`src/rtl/lsu_dmem_port.sv`:
```
// RV32I load/store unit driving a synchronous word-wide DMEM with byte strobes.
// Define LSU_MISALIGN_TRAP_EN to trap misaligned accesses instead of aligning them.
module lsu_dmem_port #(
    parameter int MEM_LATENCY = 1,
    parameter int DMEM_WORDS  = 1024
) (
    input  logic                          clk,
    input  logic                          reset_n,
    input  logic                          req_valid,
    output logic                          req_ready,
    input  logic                          req_we,
    input  logic [2:0]                    req_funct3,
    input  logic [31:0]                   req_addr,
    input  logic [31:0]                   req_wdata,
    input  logic [4:0]                    req_rd,
    output logic                          mem_en,
    output logic [3:0]                    mem_we,
    output logic [$clog2(DMEM_WORDS)-1:0] mem_addr,
    output logic [31:0]                   mem_wdata,
    input  logic [31:0]                   mem_rdata,
    output logic                          rsp_valid,
    output logic [4:0]                    rsp_rd,
    output logic [31:0]                   rsp_data,
    output logic                          rsp_err
);

    localparam int AW = $clog2(DMEM_WORDS);

    typedef enum logic [1:0] {
        S_IDLE,
        S_ACCESS,
        S_WAIT,
        S_RESP
    } state_e;

    state_e          state_q, state_d;
    logic [1:0]      cnt_q, cnt_d;
    logic            rq_we_q, rq_we_d;
    logic [2:0]      rq_f3_q, rq_f3_d;
    logic [1:0]      rq_off_q, rq_off_d;
    logic [4:0]      rq_rd_q, rq_rd_d;
    logic            mem_en_q, mem_en_d;
    logic [3:0]      mem_we_q, mem_we_d;
    logic [AW-1:0]   mem_addr_q, mem_addr_d;
    logic [31:0]     mem_wdata_q, mem_wdata_d;
    logic            rsp_valid_q, rsp_valid_d;
    logic [4:0]      rsp_rd_q, rsp_rd_d;
    logic [31:0]     rsp_data_q, rsp_data_d;
    logic            rsp_err_q, rsp_err_d;

    logic            accept;
    logic            f3_legal;
    logic            req_err;
    logic [1:0]      off;
    logic [1:0]      off_eff;
    logic [3:0]      st_we;
    logic [31:0]     st_wdata;
    logic [7:0]      ld_byte;
    logic [15:0]     ld_half;
    logic [31:0]     ld_data;
`ifdef LSU_MISALIGN_TRAP_EN
    logic            misaligned;
`endif
    logic            unused_addr;

    assign unused_addr = ^req_addr[31:AW+2];

    assign req_ready = reset_n && (state_q == S_IDLE);
    assign accept    = req_valid && req_ready;

    assign mem_en    = mem_en_q;
    assign mem_we    = mem_we_q;
    assign mem_addr  = mem_addr_q;
    assign mem_wdata = mem_wdata_q;
    assign rsp_valid = rsp_valid_q;
    assign rsp_rd    = rsp_rd_q;
    assign rsp_data  = rsp_data_q;
    assign rsp_err   = rsp_err_q;

    always_comb begin
        off = req_addr[1:0];
        unique case (req_funct3)
            3'b000, 3'b001, 3'b010: f3_legal = 1'b1;
            3'b100, 3'b101:         f3_legal = !req_we;
            default:                f3_legal = 1'b0;
        endcase
`ifdef LSU_MISALIGN_TRAP_EN
        unique case (req_funct3[1:0])
            2'b01:   misaligned = off[0];
            2'b10:   misaligned = (off != 2'b00);
            default: misaligned = 1'b0;
        endcase
        req_err = !f3_legal || misaligned;
        off_eff = off;
`else
        req_err = !f3_legal;
        unique case (req_funct3[1:0])
            2'b01:   off_eff = {off[1], 1'b0};
            2'b10:   off_eff = 2'b00;
            default: off_eff = off;
        endcase
`endif
        unique case (req_funct3[1:0])
            2'b00: begin
                st_we    = 4'b0001 << off_eff;
                st_wdata = {4{req_wdata[7:0]}};
            end
            2'b01: begin
                st_we    = 4'b0011 << off_eff;
                st_wdata = {2{req_wdata[15:0]}};
            end
            default: begin
                st_we    = 4'b1111;
                st_wdata = req_wdata;
            end
        endcase
    end

    // Lane select uses the offset latched at acceptance, already aligned if needed.
    always_comb begin
        ld_byte = mem_rdata[{rq_off_q, 3'b000} +: 8];
        ld_half = rq_off_q[1] ? mem_rdata[31:16] : mem_rdata[15:0];
        unique case (rq_f3_q)
            3'b000:  ld_data = {{24{ld_byte[7]}}, ld_byte};
            3'b001:  ld_data = {{16{ld_half[15]}}, ld_half};
            3'b100:  ld_data = {24'h0, ld_byte};
            3'b101:  ld_data = {16'h0, ld_half};
            default: ld_data = mem_rdata;
        endcase
    end

    always_comb begin
        state_d     = state_q;
        cnt_d       = cnt_q;
        rq_we_d     = rq_we_q;
        rq_f3_d     = rq_f3_q;
        rq_off_d    = rq_off_q;
        rq_rd_d     = rq_rd_q;
        mem_en_d    = 1'b0;
        mem_we_d    = 4'b0000;
        mem_addr_d  = '0;
        mem_wdata_d = 32'h0;
        rsp_valid_d = 1'b0;
        rsp_rd_d    = 5'd0;
        rsp_data_d  = 32'h0;
        rsp_err_d   = 1'b0;
        unique case (state_q)
            S_IDLE: begin
                if (accept) begin
                    rq_we_d  = req_we;
                    rq_f3_d  = req_funct3;
                    rq_off_d = off_eff;
                    rq_rd_d  = req_rd;
                    if (req_err) begin
                        state_d     = S_RESP;
                        rsp_valid_d = 1'b1;
                        rsp_err_d   = 1'b1;
                        rsp_rd_d    = req_we ? 5'd0 : req_rd;
                    end else begin
                        state_d     = S_ACCESS;
                        mem_en_d    = 1'b1;
                        mem_addr_d  = req_addr[2 +: AW];
                        mem_we_d    = req_we ? st_we : 4'b0000;
                        mem_wdata_d = req_we ? st_wdata : 32'h0;
                    end
                end
            end
            S_ACCESS: begin
                if (rq_we_q) begin
                    state_d     = S_RESP;
                    rsp_valid_d = 1'b1;
                end else begin
                    state_d = S_WAIT;
                    cnt_d   = 2'(MEM_LATENCY - 1);
                end
            end
            S_WAIT: begin
                if (cnt_q == 2'd0) begin
                    state_d     = S_RESP;
                    rsp_valid_d = 1'b1;
                    rsp_rd_d    = rq_rd_q;
                    rsp_data_d  = ld_data;
                end else begin
                    cnt_d = cnt_q - 2'd1;
                end
            end
            S_RESP: begin
                state_d = S_IDLE;
            end
        endcase
    end

    always_ff @(posedge clk or negedge reset_n) begin
        if (!reset_n) begin
            state_q     <= S_IDLE;
            cnt_q       <= 2'd0;
            rq_we_q     <= 1'b0;
            rq_f3_q     <= 3'd0;
            rq_off_q    <= 2'd0;
            rq_rd_q     <= 5'd0;
            mem_en_q    <= 1'b0;
            mem_we_q    <= 4'b0000;
            mem_addr_q  <= '0;
            mem_wdata_q <= 32'h0;
            rsp_valid_q <= 1'b0;
            rsp_rd_q    <= 5'd0;
            rsp_data_q  <= 32'h0;
            rsp_err_q   <= 1'b0;
        end else begin
            state_q     <= state_d;
            cnt_q       <= cnt_d;
            rq_we_q     <= rq_we_d;
            rq_f3_q     <= rq_f3_d;
            rq_off_q    <= rq_off_d;
            rq_rd_q     <= rq_rd_d;
            mem_en_q    <= mem_en_d;
            mem_we_q    <= mem_we_d;
            mem_addr_q  <= mem_addr_d;
            mem_wdata_q <= mem_wdata_d;
            rsp_valid_q <= rsp_valid_d;
            rsp_rd_q    <= rsp_rd_d;
            rsp_data_q  <= rsp_data_d;
            rsp_err_q   <= rsp_err_d;
        end
    end

endmodule

```
`config.mk`:
```
export PLATFORM = sky130hd
export DESIGN_NAME = lsu_dmem_port
export DESIGN_NICKNAME = d
export VERILOG_FILES = /design/src/rtl/lsu_dmem_port.sv
export SDC_FILE = /design/constraint.sdc
export NUM_CORES = 1
export LEC_CHECK = 0
export CORE_MARGIN = 8
export CORE_UTILIZATION = 62
export CTS_BUF_LIST = sky130_fd_sc_hd__clkbuf_4 sky130_fd_sc_hd__clkbuf_8
export CTS_CLUSTER_DIAMETER = 150
export DETAILED_ROUTE_END_ITERATION = 12
export DONT_BUFFER_PORTS = 1
export PLACE_DENSITY_LB_ADDON = 0.25
export SKIP_LAST_GASP = 1
export SLEW_MARGIN = 20
export SYNTH_ARGS = -nofsm -noshare
export SYNTH_HDL_FRONTEND = slang
export SYNTH_SLANG_ARGS = --single-unit
```
`constraint.sdc`:
```
create_clock -name clk -period 2.85 [get_ports clk]
set_clock_uncertainty 0.15 [all_clocks]
set_input_delay 0.855 -clock clk [delete_from_list [all_inputs] [get_ports clk]]
set_output_delay 0.855 -clock clk [all_outputs]
set_load 0.02 [all_outputs]
```
==> results.ini <==
[synthesis]
syn_inst=417
synth_top_area_share_pct=55.0
synthArstFlopShare_pct=100
ys_ff_latch=101
ys_types=44
ys_warn_count=0
synth_area_per_cell_um2=11.0
yosys.area.top_type=dfrtp_1
synth-main-ff-cell=dfrtp_1
ys_seq_area_share_pct=55.0
synth_top_cells_by_area=dfrtp_1, nand2_1, mux2_2, mux2i_1, ha_1
syn-num-nets=535
syn-cell-area_um2=4600
synth_edf_count=0

[route]
num_vias=3145
wirelength_um=11000
post_drt_via_cell_ratio=6.12
wl_per_cell_um=21.4
dr.pass1.iters=4
route.detailed.drc=0
drt_iter0_markers=142
drtAntennaViolNets=0

[layout]
layout_commonest_cell=dfrtp_1
diodes=0
final_cell_mix=dfrtp_1, nand2_1, o21ai_0
syn2layout_area_growth_pct=5.06
n_fill_cell=559
nets=528
layout-drive-gt1-share_pct=13.0

[clock_tree]
cts_setup_buffers=0
cts_inserted_buffers=9
tritoncts=yes
cts.path.max_buffers=2
clkSlewWorstSetupHoldPaths_ns=0.10
cts-root-buf=clkbuf_8
cts_resized=0
clock-sinks=101
ctsHoldBuffers=0
cts.htree.levels=3
insertion_delay_ns=0.35

[worst_setup_path]
crit_path_max_incr_delay_ns=0.44
setup.worst_path.start_class=flop
crit_chain=inv_1, ha_1, and2_1
crit_family=flip-flops
crit_arrival_ns=1.47
crit_buf_inv=1
criticalPathCategory=reg -> out
crit_fanout=5
crit_path_top_delay_cell=dfrtp_1
end_kind=output port
crit_required_ns=1.85

[pwr]
ir_drop_uv=457
clockPowerShare_pct=21.6
combinationalPowerShare_pct=25.1
p_sw_share_pct=38.2
p_leak_uw=0.00228
p_per_area_nw_per_um2=879
power.share.sequential_pct=53.3
cell_internal_pwr_uw=2620
p_total_uw=4240
p_switching_uw=1620

[die]
num_rows=31
coreArea_um2=7210
die_h_um=102
die_w_um=102
start_util_pct=63.7
dieArea_um2=10400
ios=195

[sta]
finalCriticalPeriod_ns=2.48
min_period_over_period_pct=87.0
fmax_mhz=404
hold_viol=0
rsz0062_at_grt=false
tightest_slew_ns=0.623
fin_setup_tns_ns=0
slew_violations=0
setup_viol=0
relSlewSlack_pct=58.5

[grt]
antenna_found_initial=0
grt_pass1_vias=3260
grt_overflow=0
grt_max_degree=106
grt_util_all_layers_pct=21.4
grt_pass1_wl_um=17100

[placed_design]
hpwlAfterDp_um=8280
portBuffers=0
place_congestion=0.790

[outcome]
outcome=completed

[min_path]
worstHoldPathType=in -> async

[run]
drv_cap=0

[synth_stat cells, types with 11 or more instances]
cell / count
nor2b_1: 13
o21ai_0: 25
a31oi_1: 18
nand2_1: 69
mux2_2: 14
nand2b_1: 19
dfrtp_1: 101
and2_1: 13
mux2i_1: 14
clkbuf_1: 15
a21oi_2: 11
[kinds of logic after synthesis]
group                    share of synthesized area [%]
AND/OR/NAND/NOR                                   15.8
flip-flops                                        55.0
AO/OA/AOI/OAI                                     15.3
buffers and inverters                             4.17
multiplexers                                      6.97
adder cells (fa/ha/maj)                           2.72
[flip-flops by register name (all words and copies together) (netlist names)]
register   cells
mem_wdata     32
cnt_q          2
rq_we_q        1
rsp_rd         5
rsp_valid      1
rsp_data      32
rq_rd_q        5
rsp_err        1
rq_off_q       2
state_q        2
mem_addr      10
mem_en         1
rq_f3_q        3
mem_we         4
[layout make-up]
cell class / count / area, µm² / share of cell area (%)
sequential: 101 / 2530 / 52.3
timing repair buffer: 8 / 60.1 / 1.24
multi-input combinational: 280 / 1880 / 38.9
inverter: 10 / 37.5 / 0.777
clock inverter: 7 / 78.8 / 1.63
tap: 99 / 124 / 2.57
clock buffer: 9 / 124 / 2.57
[power by group through the flow]
stage	Combinational, µW	Sequential, µW	Clock [µW]
5_1_grt	1180	2310	1000
3_3_place_gp	1020	2290	0
4_1_cts	1070	2270	931
3_5_place_dp	1060	2310	0
6_report	1060	2260	916
2_1_floorplan	965	2150	0
[per-stage QoR]
step	hold slack, ns	setup WS [ns]	cells	utilization, %	area, µm²
2_1_floorplan	0.319	0.472	417	-	4600
3_3_place_gp	0.331	0.286	498	64.1	4630
3_5_place_dp	0.344	0.262	498	64.1	4630
4_1_cts	0.0164	0.365	514	66.9	4830
5_1_grt	0.00232	0.298	514	66.9	4830
6_report	0.0230	0.372	514	66.9	4830
[routing by layer]
metal	track usage, %	vias to the layer above	routed length, µm
li1	-	1437	-
met1	23.8	1551	4080
met2	35.6	136	5400
met3	9.13	21	1240
met4	8.13	0	262
met5	0	-	0
[final timing paths]
path,startpoint,to,slack (ns),depth (start not counted)
max in group asynchronous,reset_n,mem_wdata[3],2.37,0
min in group clk,rq_rd_q[0],rsp_rd[0],0.36,1
worst min register to register,rq_rd_q[0],rsp_rd[0],0.36,1
worst max-delay path,state_q[0],req_ready,0.37,3
worst min-delay path,reset_n,rsp_data[19],0.02,0
worst max register to register,state_q[0],mem_wdata[1],0.58,5
Power figures use the tool's default switching activity.
